$ cat src/rtl/smg_pkg.sv
// Shared constants and page encoding for the 7-segment page-select data path.
package smg_pkg;

    typedef enum logic {
        PG_MOTOR  = 1'b0,
        PG_SENSOR = 1'b1
    } page_e;

    // Tick defaults for a 100 MHz clock.
    localparam int unsigned PAGE_TICKS_DEF     = 200_000_000;
    localparam int unsigned REFRESH_TICKS_DEF  = 10_000_000;
    localparam int unsigned DEBOUNCE_TICKS_DEF = 1_000_000;

endpackage

$ cat src/rtl/smg_btn_debounce.sv
// Push-button conditioning: 2-FF synchroniser, stability debounce, and a
// single-cycle pulse on each accepted press.
module smg_btn_debounce
    import smg_pkg::*;
#(
    parameter int unsigned DEBOUNCE_TICKS = DEBOUNCE_TICKS_DEF
) (
    input  logic clk_100MHz,
    input  logic rst,
    input  logic btn_raw,
    output logic press_pulse
);

    localparam int unsigned CW = $clog2(DEBOUNCE_TICKS);

    logic          sync1_q, sync2_q;
    logic          deb_q, deb_d;
    logic          deb_dly_q;
    logic [CW-1:0] cnt_q, cnt_d;

    // The counter measures how long the synchronised level has disagreed
    // with the accepted level; any agreement restarts the measurement.
    always_comb begin
        deb_d = deb_q;
        cnt_d = '0;
        if (sync2_q != deb_q) begin
            if (cnt_q == CW'(DEBOUNCE_TICKS - 1)) begin
                deb_d = sync2_q;
            end else begin
                cnt_d = cnt_q + CW'(1);
            end
        end
    end

    always_ff @(posedge clk_100MHz) begin
        if (rst) begin
            sync1_q   <= 1'b0;
            sync2_q   <= 1'b0;
            deb_q     <= 1'b0;
            deb_dly_q <= 1'b0;
            cnt_q     <= '0;
        end else begin
            sync1_q   <= btn_raw;
            sync2_q   <= sync1_q;
            deb_q     <= deb_d;
            deb_dly_q <= deb_q;
            cnt_q     <= cnt_d;
        end
    end

    assign press_pulse = deb_q & ~deb_dly_q;

endmodule

$ cat src/rtl/smg_page_sel.sv
// Selects motor or sensor word for the scan driver, rotating pages on a timer
// or button press, and snapshots the word at a fixed refresh rate.
module smg_page_sel
    import smg_pkg::*;
#(
    parameter int unsigned PAGE_TICKS     = PAGE_TICKS_DEF,
    parameter int unsigned REFRESH_TICKS  = REFRESH_TICKS_DEF,
    parameter int unsigned DEBOUNCE_TICKS = DEBOUNCE_TICKS_DEF
) (
    input  logic        clk_100MHz,
    input  logic        rst,
    input  logic [15:0] motor_data,
    input  logic [15:0] sensor_data,
    input  logic        btn_next,
    input  logic        auto_en,
    output logic [15:0] data,
    output logic        page,
    output logic        update
);

    localparam int unsigned PW = $clog2(PAGE_TICKS);
    localparam int unsigned RW = $clog2(REFRESH_TICKS);

    logic          next_req;
    logic          timer_term, refresh_term, page_tog;
    logic [PW-1:0] timer_q, timer_d;
    logic [RW-1:0] refresh_q, refresh_d;
    page_e         page_q, page_d;
    logic          load_pend_q, load_pend_d;
    logic [15:0]   data_q, data_d;
    logic          update_q, update_d;

    smg_btn_debounce #(
        .DEBOUNCE_TICKS (DEBOUNCE_TICKS)
    ) u_btn (
        .clk_100MHz  (clk_100MHz),
        .rst         (rst),
        .btn_raw     (btn_next),
        .press_pulse (next_req)
    );

    always_comb begin
        timer_term   = auto_en && (timer_q == PW'(PAGE_TICKS - 1));
        page_tog     = next_req || timer_term;
        refresh_term = (refresh_q == RW'(REFRESH_TICKS - 1));

        timer_d = timer_q + PW'(1);
        if (next_req || !auto_en || timer_term) begin
            timer_d = '0;
        end

        page_d = page_q;
        if (page_tog) begin
            page_d = (page_q == PG_MOTOR) ? PG_SENSOR : PG_MOTOR;
        end
        load_pend_d = page_tog;

        // A page-change load and a refresh terminal count merge into one load.
        refresh_d = refresh_q + RW'(1);
        data_d    = data_q;
        update_d  = 1'b0;
        if (load_pend_q || refresh_term) begin
            refresh_d = '0;
            data_d    = (page_q == PG_SENSOR) ? sensor_data : motor_data;
            update_d  = 1'b1;
        end
    end

    always_ff @(posedge clk_100MHz) begin
        if (rst) begin
            timer_q     <= '0;
            refresh_q   <= '0;
            page_q      <= PG_MOTOR;
            load_pend_q <= 1'b0;
            data_q      <= '0;
            update_q    <= 1'b0;
        end else begin
            timer_q     <= timer_d;
            refresh_q   <= refresh_d;
            page_q      <= page_d;
            load_pend_q <= load_pend_d;
            data_q      <= data_d;
            update_q    <= update_d;
        end
    end

    assign data   = data_q;
    assign page   = page_q;
    assign update = update_q;

endmodule

$ cat config.mk
export PLATFORM = sky130hd
export DESIGN_NAME = smg_page_sel
export DESIGN_NICKNAME = d
export VERILOG_FILES = /design/src/rtl/smg_pkg.sv /design/src/rtl/smg_btn_debounce.sv /design/src/rtl/smg_page_sel.sv
export SDC_FILE = /design/constraint.sdc
export NUM_CORES = 1
export LEC_CHECK = 0
export BUFFER_PORTS_ARGS = -buffer_cell sky130_fd_sc_hd__buf_2
export CORE_MARGIN = 1.5
export CORE_UTILIZATION = 55
export DETAILED_ROUTE_END_ITERATION = 7
export HOLD_SLACK_MARGIN = 0.12
export PLACE_DENSITY = 0.88
export SLEW_MARGIN = 25
export SYNTH_ARGS = -nofsm -noshare
export SYNTH_HDL_FRONTEND = slang
export SYNTH_SLANG_ARGS = --single-unit
$ cat constraint.sdc
create_clock -name clk_100MHz -period 2.3 [get_ports clk_100MHz]
set_input_delay 0.115 -clock clk_100MHz [delete_from_list [all_inputs] [get_ports clk_100MHz]]
set_output_delay 0.115 -clock clk_100MHz [all_outputs]
set_load 0.01 [all_outputs]
==> out/metrics.cfg, run 1 <==
[run_status]
status = finished clean

[layout]
areaGrowthSynthToFinish_pct = 19.69
mostFrequentLayoutCells = 95 x dfxtp_1, 53 x buf_2, 39 x a211oi_1
layout_commonest_cell = dfxtp_1
drive_gt1_frac = 0.1825
multi_input_area_sq_mm = 0.002317
nNetsFinal = 605
fillers = 571
num_antenna_cells = 0
seqCellArea_sq_mm = 0.001902

[cts]
cts_max_path_buffers = 2
cts_tree = yes
path_clk_slew_ns = 0.09
cts_root_buf = clkbuf_8
cts.sinks = 95
cts_made_buffers = 9
htree_num_levels = 3
clk-insertion-delay-late_ns = 0.38

[route]
viasPerCell = 5.897
drt_iter0_drc = 199
vias = 3963
routed_wl_um = 10460
ant_nets = 0
avgRoutedWirePerCell_um = 15.57
drc_errors = 0
drtPass1Iterations = 4

[sta]
slew-limit-headroom = 0.6476
fmax_mhz = 463.8
finalHoldViolations = 0
period_share = 0.9374
fin_setup_tns_ns = 0
min_period_ns = 2.156
worst_clock_skew_ns = 0.02261
slew_violations = 0
setup_violations = 0
tightestPinTransition_ns = 0.5286
rsz0062_at_grt = no
whs_ns = 0.1040

[floorplan]
die_area_sq_mm = 0.008566
coreArea_sq_mm = 0.007727
rows = 32
io-pin-count = 54
initial_core_util = 0.5708
fp.dieH_um = 92.55
fp.dieW_um = 92.55

[min_path]
hp-class = in -> reg

[pwr]
clkPwrFrac = 0.384
p_sw_frac = 0.2228
total_power_w = 0.002891
p_int_w = 0.002247
switchingPower_w = 0.0006440
power_density_mw_per_mm2 = 547.6
vdd_drop_max_uv = 333.8
pwr-share-comb = 0.043
p_leak_nw = 1.736
seqPwrFrac = 0.574

[placement]
finalWeightedCongestion = 0.8684
numPortBuffers = 53
dp_hpwl_um = 6754

[global_routing]
grtUsageTotal = 0.2573
grt_max_degree = 29
grt_pass1_vias = 3829
grt.overflow.total = 0
antenna_found_initial = 0
grt_pass1_wl_um = 17420

[setup_path]
crit_type = reg -> reg
cp_data_arrival_time_ns = 2.44
endpoint_kind = flip-flop
cp.required_ns = 2.59
critPathLaunchType = flip-flop
path_max_fanout = 11

[synthesis]
synth_cells = 486
synth_cell_type_count = 44
syn-cell-area_sq_mm = 0.004410
synth_area_per_cell_sq_um = 9.075
synth-seq-area-share = 0.4312
ys_warn_count = 0
ys_ff_latch = 95
syn_nets = 525

[job]
cap_violations = 0

[state kept, by name, summed over array words and instances, names as in the netlist]
signal,count
u_btn.sync2_q,1
u_btn.sync1_q,1
data,16
page,1
refresh_q,24
u_btn.deb_q,1
update,1
u_btn.cnt_q,20
load_pend_q,1
timer_q,28
u_btn.deb_dly_q,1
[worst max-delay path: stages, from the launching register on]
cell and delay, ns:
dfxtp_1 0.41, ha_2 0.25, nand4_4 0.13, or4_4 0.64, or4_4 0.44, a211oi_2 0.21
[timing repair]
| action | in CTS | in global routing |
|---|---|---|
| gates resized for setup | 0 | 1 |
| hold endpoints to repair | 15 | 1 |
| endpoints found under the setup margin | 0 | 1 |
| hold buffers | 24 | 1 |
| buffers inserted | 0 | 0 |
[final timing paths]
| check | start | to | slack, ns | cells after the start |
|---|---|---|---|---|
| setup / recovery | timer_q[0] | timer_q[26] | 0.14 | 5 |
| setup reg to reg | timer_q[0] | timer_q[26] | 0.14 | 5 |
| hold reg to reg | refresh_q[0] | refresh_q[0] | 0.46 | 1 |
| hold / removal | sensor_data[7] | data[7] | 0.10 | 3 |
[cell usage after synthesis, drive strengths merged]
library cell	n	area [sq um]
nand4	14	108.9
clkbuf	14	52.55
nand3	26	135.1
or3b	1	8.760
o21a	1	7.510
nor2b	5	31.28
o22ai	1	12.51
buf	15	81.33
ha	3	37.54
mux2i	16	160.2
xor2	8	70.07
nor4	8	65.06
a211oi	44	355.3
nand2	20	75.07
o31ai	12	90.09
nand2b	1	6.260
a21oi	18	90.09
inv	16	60.06
or4bb	1	11.26
a21o	1	7.510
mux2	1	11.26
or3	20	125.1
o21ai	19	95.09
and4	5	43.79
nor2	33	123.9
and3	6	37.54
a211o	1	8.760
o21ba	1	10.01
dfxtp	95	1902
nor4b	3	26.28
xnor2	29	254.0
or2	1	6.260
or4	23	180.2
nor3	24	120.1
[logic make-up (layout without fill, tap and decap cells)]
logic type               count (synthesis)  after routing  share of synthesized area
XOR/XNOR                                37             37                    0.07347
adder cells (fa/ha/maj)                  3              3                   0.008512
flip-flops                              95             95                     0.4312
AND/OR/NAND/NOR                        191            191                     0.2505
AO/OA/AOI/OAI                           98             98                     0.1535
buffers and inverters                   45            129                    0.04397
multiplexers                            17             17                    0.03886
[per-layer routing]
layer  part of all wire  global-route usage
met1               0.43              0.3022
met2               0.50              0.4406
met3              0.037             0.05911
met4              0.031              0.1231
met5                  0                   0
[area by class of cell]
class | count | area share
Clock inverter | 5 | 0.01067
Inverter | 16 | 0.01138
Clock buffer | 10 | 0.02607
Tap cell | 102 | 0.02418
Sequential cell | 95 | 0.3603
Multi-Input combinational cell | 346 | 0.4390
Timing Repair Buffer | 98 | 0.1285
[power by group through the flow]
| stage | clock, W | combinational, W | sequential (W) |
|---|---|---|---|
| after CTS | 0.00111 | 0.000118 | 0.00166 |
| after detailed placement | 0 | 0.0000866 | 0.00170 |
| after floorplan | 0 | 0.0000438 | 0.00170 |
| after global placement | 0 | 0.0000840 | 0.00170 |
| after global routing | 0.00121 | 0.000135 | 0.00166 |
| final | 0.00111 | 0.000123 | 0.00166 |
[per-stage QoR]
stage            util  area, sq um  instances  setup WS (ns)
6_report       0.6831         5279        672         0.1439
5_1_grt        0.6831         5279        672        0.02690
4_1_cts        0.6815         5266        671         0.1119
3_5_place_dp   0.6253         4832        632         0.1476
3_3_place_gp   0.6253         4832        632         0.1877
2_1_floorplan       -         4410        486         0.1982
No activity file was read; power rests on OpenSTA's default activity.
==> run 2, diff against run 1 <==
--- a/config.mk
+++ b/config.mk
@@ -5,12 +5,12 @@
 export SDC_FILE = /design/constraint.sdc
 export NUM_CORES = 1
 export LEC_CHECK = 0
-export BUFFER_PORTS_ARGS = -buffer_cell sky130_fd_sc_hd__buf_2
 export CORE_MARGIN = 1.5
 export CORE_UTILIZATION = 55
 export DETAILED_ROUTE_END_ITERATION = 7
-export HOLD_SLACK_MARGIN = 0.12
-export PLACE_DENSITY = 0.88
+export DONT_BUFFER_PORTS = 1
+export HOLD_SLACK_MARGIN = 0.15
+export PLACE_DENSITY = 0.85
 export SLEW_MARGIN = 25
 export SYNTH_ARGS = -nofsm -noshare
 export SYNTH_HDL_FRONTEND = slang
==> constraint.sdc (replaced) <==
create_clock -name clk_100MHz -period 1.85 [get_ports clk_100MHz]
set_input_delay 0.0925 -clock clk_100MHz [delete_from_list [all_inputs] [get_ports clk_100MHz]]
set_output_delay 0.0925 -clock clk_100MHz [all_outputs]
set_load 0.01 [all_outputs]
==> out/metrics.cfg, run 2 (synthesized netlist as in run 1, its figures left out) <==
[run_status]
status = finished with violations  ; was finished clean
violations = negative setup slack

[sta]
worst_clock_skew_ns = 0.01526  ; was 0.02261 ns
rsz0062_at_grt = yes  ; was no
layout_setup_ws_ns = -0.3154  ; was 0.1439 ns
fin_setup_tns_ns = -12.29  ; was 0 ns
tightestPinTransition_ns = 0.6315  ; was 0.5286 ns
slew_violations = 0  ; unchanged
slew-limit-headroom = 0.5790  ; was 0.6476
period_share = 1.170  ; was 0.9374
min_period_ns = 2.165  ; was 2.156 ns
setup_violations = 91  ; was 0
fmax_mhz = 461.8  ; was 463.8 MHz
finalHoldViolations = 0  ; unchanged

[setup_path]
slowest_delay_ns = 0.63  ; was 0.64 ns
rr_worst_depth = 5  ; unchanged
crit_slowest_cell = or4_4  ; unchanged
endpoint_kind = flip-flop  ; unchanged
crit_path_start = timer_q[13]  ; was timer_q[0]
endpoint = timer_q[21]  ; was timer_q[26]
path_buf_inv = 1  ; was 0
crit_type = reg -> reg  ; unchanged
r2r_end = timer_q[21]  ; was timer_q[26]
path_cells = nand4_1, or4_4, buf_4, or3_1, a211oi_2  ; was ha_2, nand4_4, or4_4, or4_4, a211oi_2
critPathLaunchType = flip-flop  ; unchanged
cp_data_arrival_time_ns = 2.44  ; about the same
path_max_fanout = 4  ; was 11
regToRegStartpoint = timer_q[13]  ; was timer_q[0]
cp_num_cells = 5  ; unchanged
critPathTopFamily = simple AND/OR/NAND/NOR gates  ; unchanged
r2r_slack_ns = -0.32  ; was 0.14 ns
cp.required_ns = 2.12  ; was 2.59 ns

[route]
routed_wl_um = 17710  ; was 10,460 um
drt_iter0_drc = 585  ; was 199
drc_errors = 0  ; unchanged
vias = 4940  ; was 3,963
drtPass1Iterations = 6  ; was 4
viasPerCell = 7.077  ; was 5.897
ant_nets = 0  ; unchanged
avgRoutedWirePerCell_um = 25.37  ; was 15.57 um

[floorplan]
initial_core_util = 0.5708  ; unchanged
fp.dieW_um = 92.55  ; unchanged
rows = 32  ; unchanged
coreArea_sq_mm = 0.007727  ; unchanged
io-pin-count = 54  ; unchanged
die_area_sq_mm = 0.008566  ; unchanged
fp.dieH_um = 92.55  ; unchanged

[cts]
cts.sinks = 95  ; unchanged
path_clk_slew_ns = 0.09  ; about the same
htree_num_levels = 3  ; unchanged
cts_made_buffers = 9  ; unchanged
clk-insertion-delay-late_ns = 0.38  ; about the same
cts_root_buf = clkbuf_8  ; unchanged
cts_max_path_buffers = 2  ; unchanged
cts_tree = yes  ; unchanged

[placement]
finalWeightedCongestion = 0.8927  ; was 0.8684
dp_slack_ns = -0.09828  ; was 0.1476 ns
numPortBuffers = 0  ; was 53
dp_hpwl_um = 7491  ; was 6754 um

[global_routing]
grtUsageTotal = 0.3553  ; was 0.2573
grt.overflow.total = 0  ; unchanged
grt_pass1_wl_um = 23540  ; was 17,420 um
antenna_found_initial = 1  ; was 0
grt_pass1_vias = 4703  ; was 3,829
grt_max_degree = 29  ; unchanged

[pwr]
vdd_drop_max_uv = 441.0  ; was 333.8 uV
total_power_w = 0.003813  ; was 0.002891 W
p_leak_nw = 1.968  ; was 1.736 nW
power_density_mw_per_mm2 = 630.2  ; was 547.6 mW/mm^2

[layout]
largestRegisters = timer_q (28), refresh_q (24), u_btn.cnt_q (20)  ; unchanged
final_core_util = 0.7830  ; was 0.6831
layout_commonest_cell = dfxtp_1  ; unchanged
nNetsFinal = 630  ; was 605
largest_reg_flops = 28  ; unchanged
areaGrowthSynthToFinish_pct = 37.19  ; was 19.69%
largest_register = timer_q  ; unchanged
mostFrequentLayoutCells = 75 x dfxtp_1, 71 x buf_4, 33 x dlygate4sd3_1  ; was 95 x dfxtp_1, 53 x buf_2, 39 x a211oi_1
num_antenna_cells = 0  ; unchanged
drive_gt1_frac = 0.3104  ; was 0.1825

[min_path]
min_path_cells = 4  ; was 3
hp-class = in -> reg  ; unchanged

[job]
cap_violations = 0  ; unchanged

## run 2: through the flow
stage	hold slack (ns)	instances	cell area (sq um)
2_1_floorplan	0.2207	486	4504
3_3_place_gp	0.1664	635	5080
3_5_place_dp	0.1741	635	5080
4_1_cts	0.1802	690	5743
5_1_grt	0.2159	698	6051
6_report	0.2091	698	6051
## run 2: routing by layer
| layer | part of all wire | track usage | vias to the layer above |
|---|---|---|---|
| li1 | - | - | 2024 |
| met1 | 0.32 | 0.3703 | 2310 |
| met3 | 0.097 | 0.07307 | 165 |
| met4 | 0.10 | 0.3000 | 0 |
| met5 | 0 | 0 | - |
| met2 | 0.48 | 0.6085 | 441 |
## run 2: worst register-to-register path, delay by kind of cell (launching register included)
family / cells / cell delay, ns
AND/OR/NAND/NOR: 3 / 1.24
flip-flops: 1 / 0.35
AO/OA/AOI/OAI: 1 / 0.31
buffers and inverters: 1 / 0.17
## run 2: worst min-delay path by stage
stage / startpoint / to
after floorplan: btn_next / u_btn.sync1_q
after global placement: rst / u_btn.deb_dly_q
after detailed placement: rst / u_btn.sync2_q
after CTS: auto_en / timer_q[26]
after global routing: auto_en / load_pend_q
final: auto_en / load_pend_q
## run 2: report_power, final
group          total [W]  internal [W]  switching, W
clock network    0.00155      0.000764      0.000788
logic           0.000198      0.000103     0.0000955
registers        0.00206       0.00205    0.00000893
total            0.00381       0.00292      0.000892
## run 2: layout make-up
cell class	count	area, sq um
clock buffers	9	123.9
clock inverters	7	96.34
fillers	396	1677
inverters	16	60.06
multi-input cells	347	2585
flip-flops and latches	95	1927
well taps	102	127.6
repair buffers	122	1131
## run 2: what timing repair did
| action | CTS | global route |
|---|---|---|
| setup endpoints to repair | 61 | 91 |
| pin swaps | 6 | 29 |
| gates resized for setup | 19 | 51 |
| setup buffers | 4 | 5 |
| hold buffers | 34 | 0 |
| endpoints found under the hold margin | 67 | 0 |
| cloned | 1 | 3 |
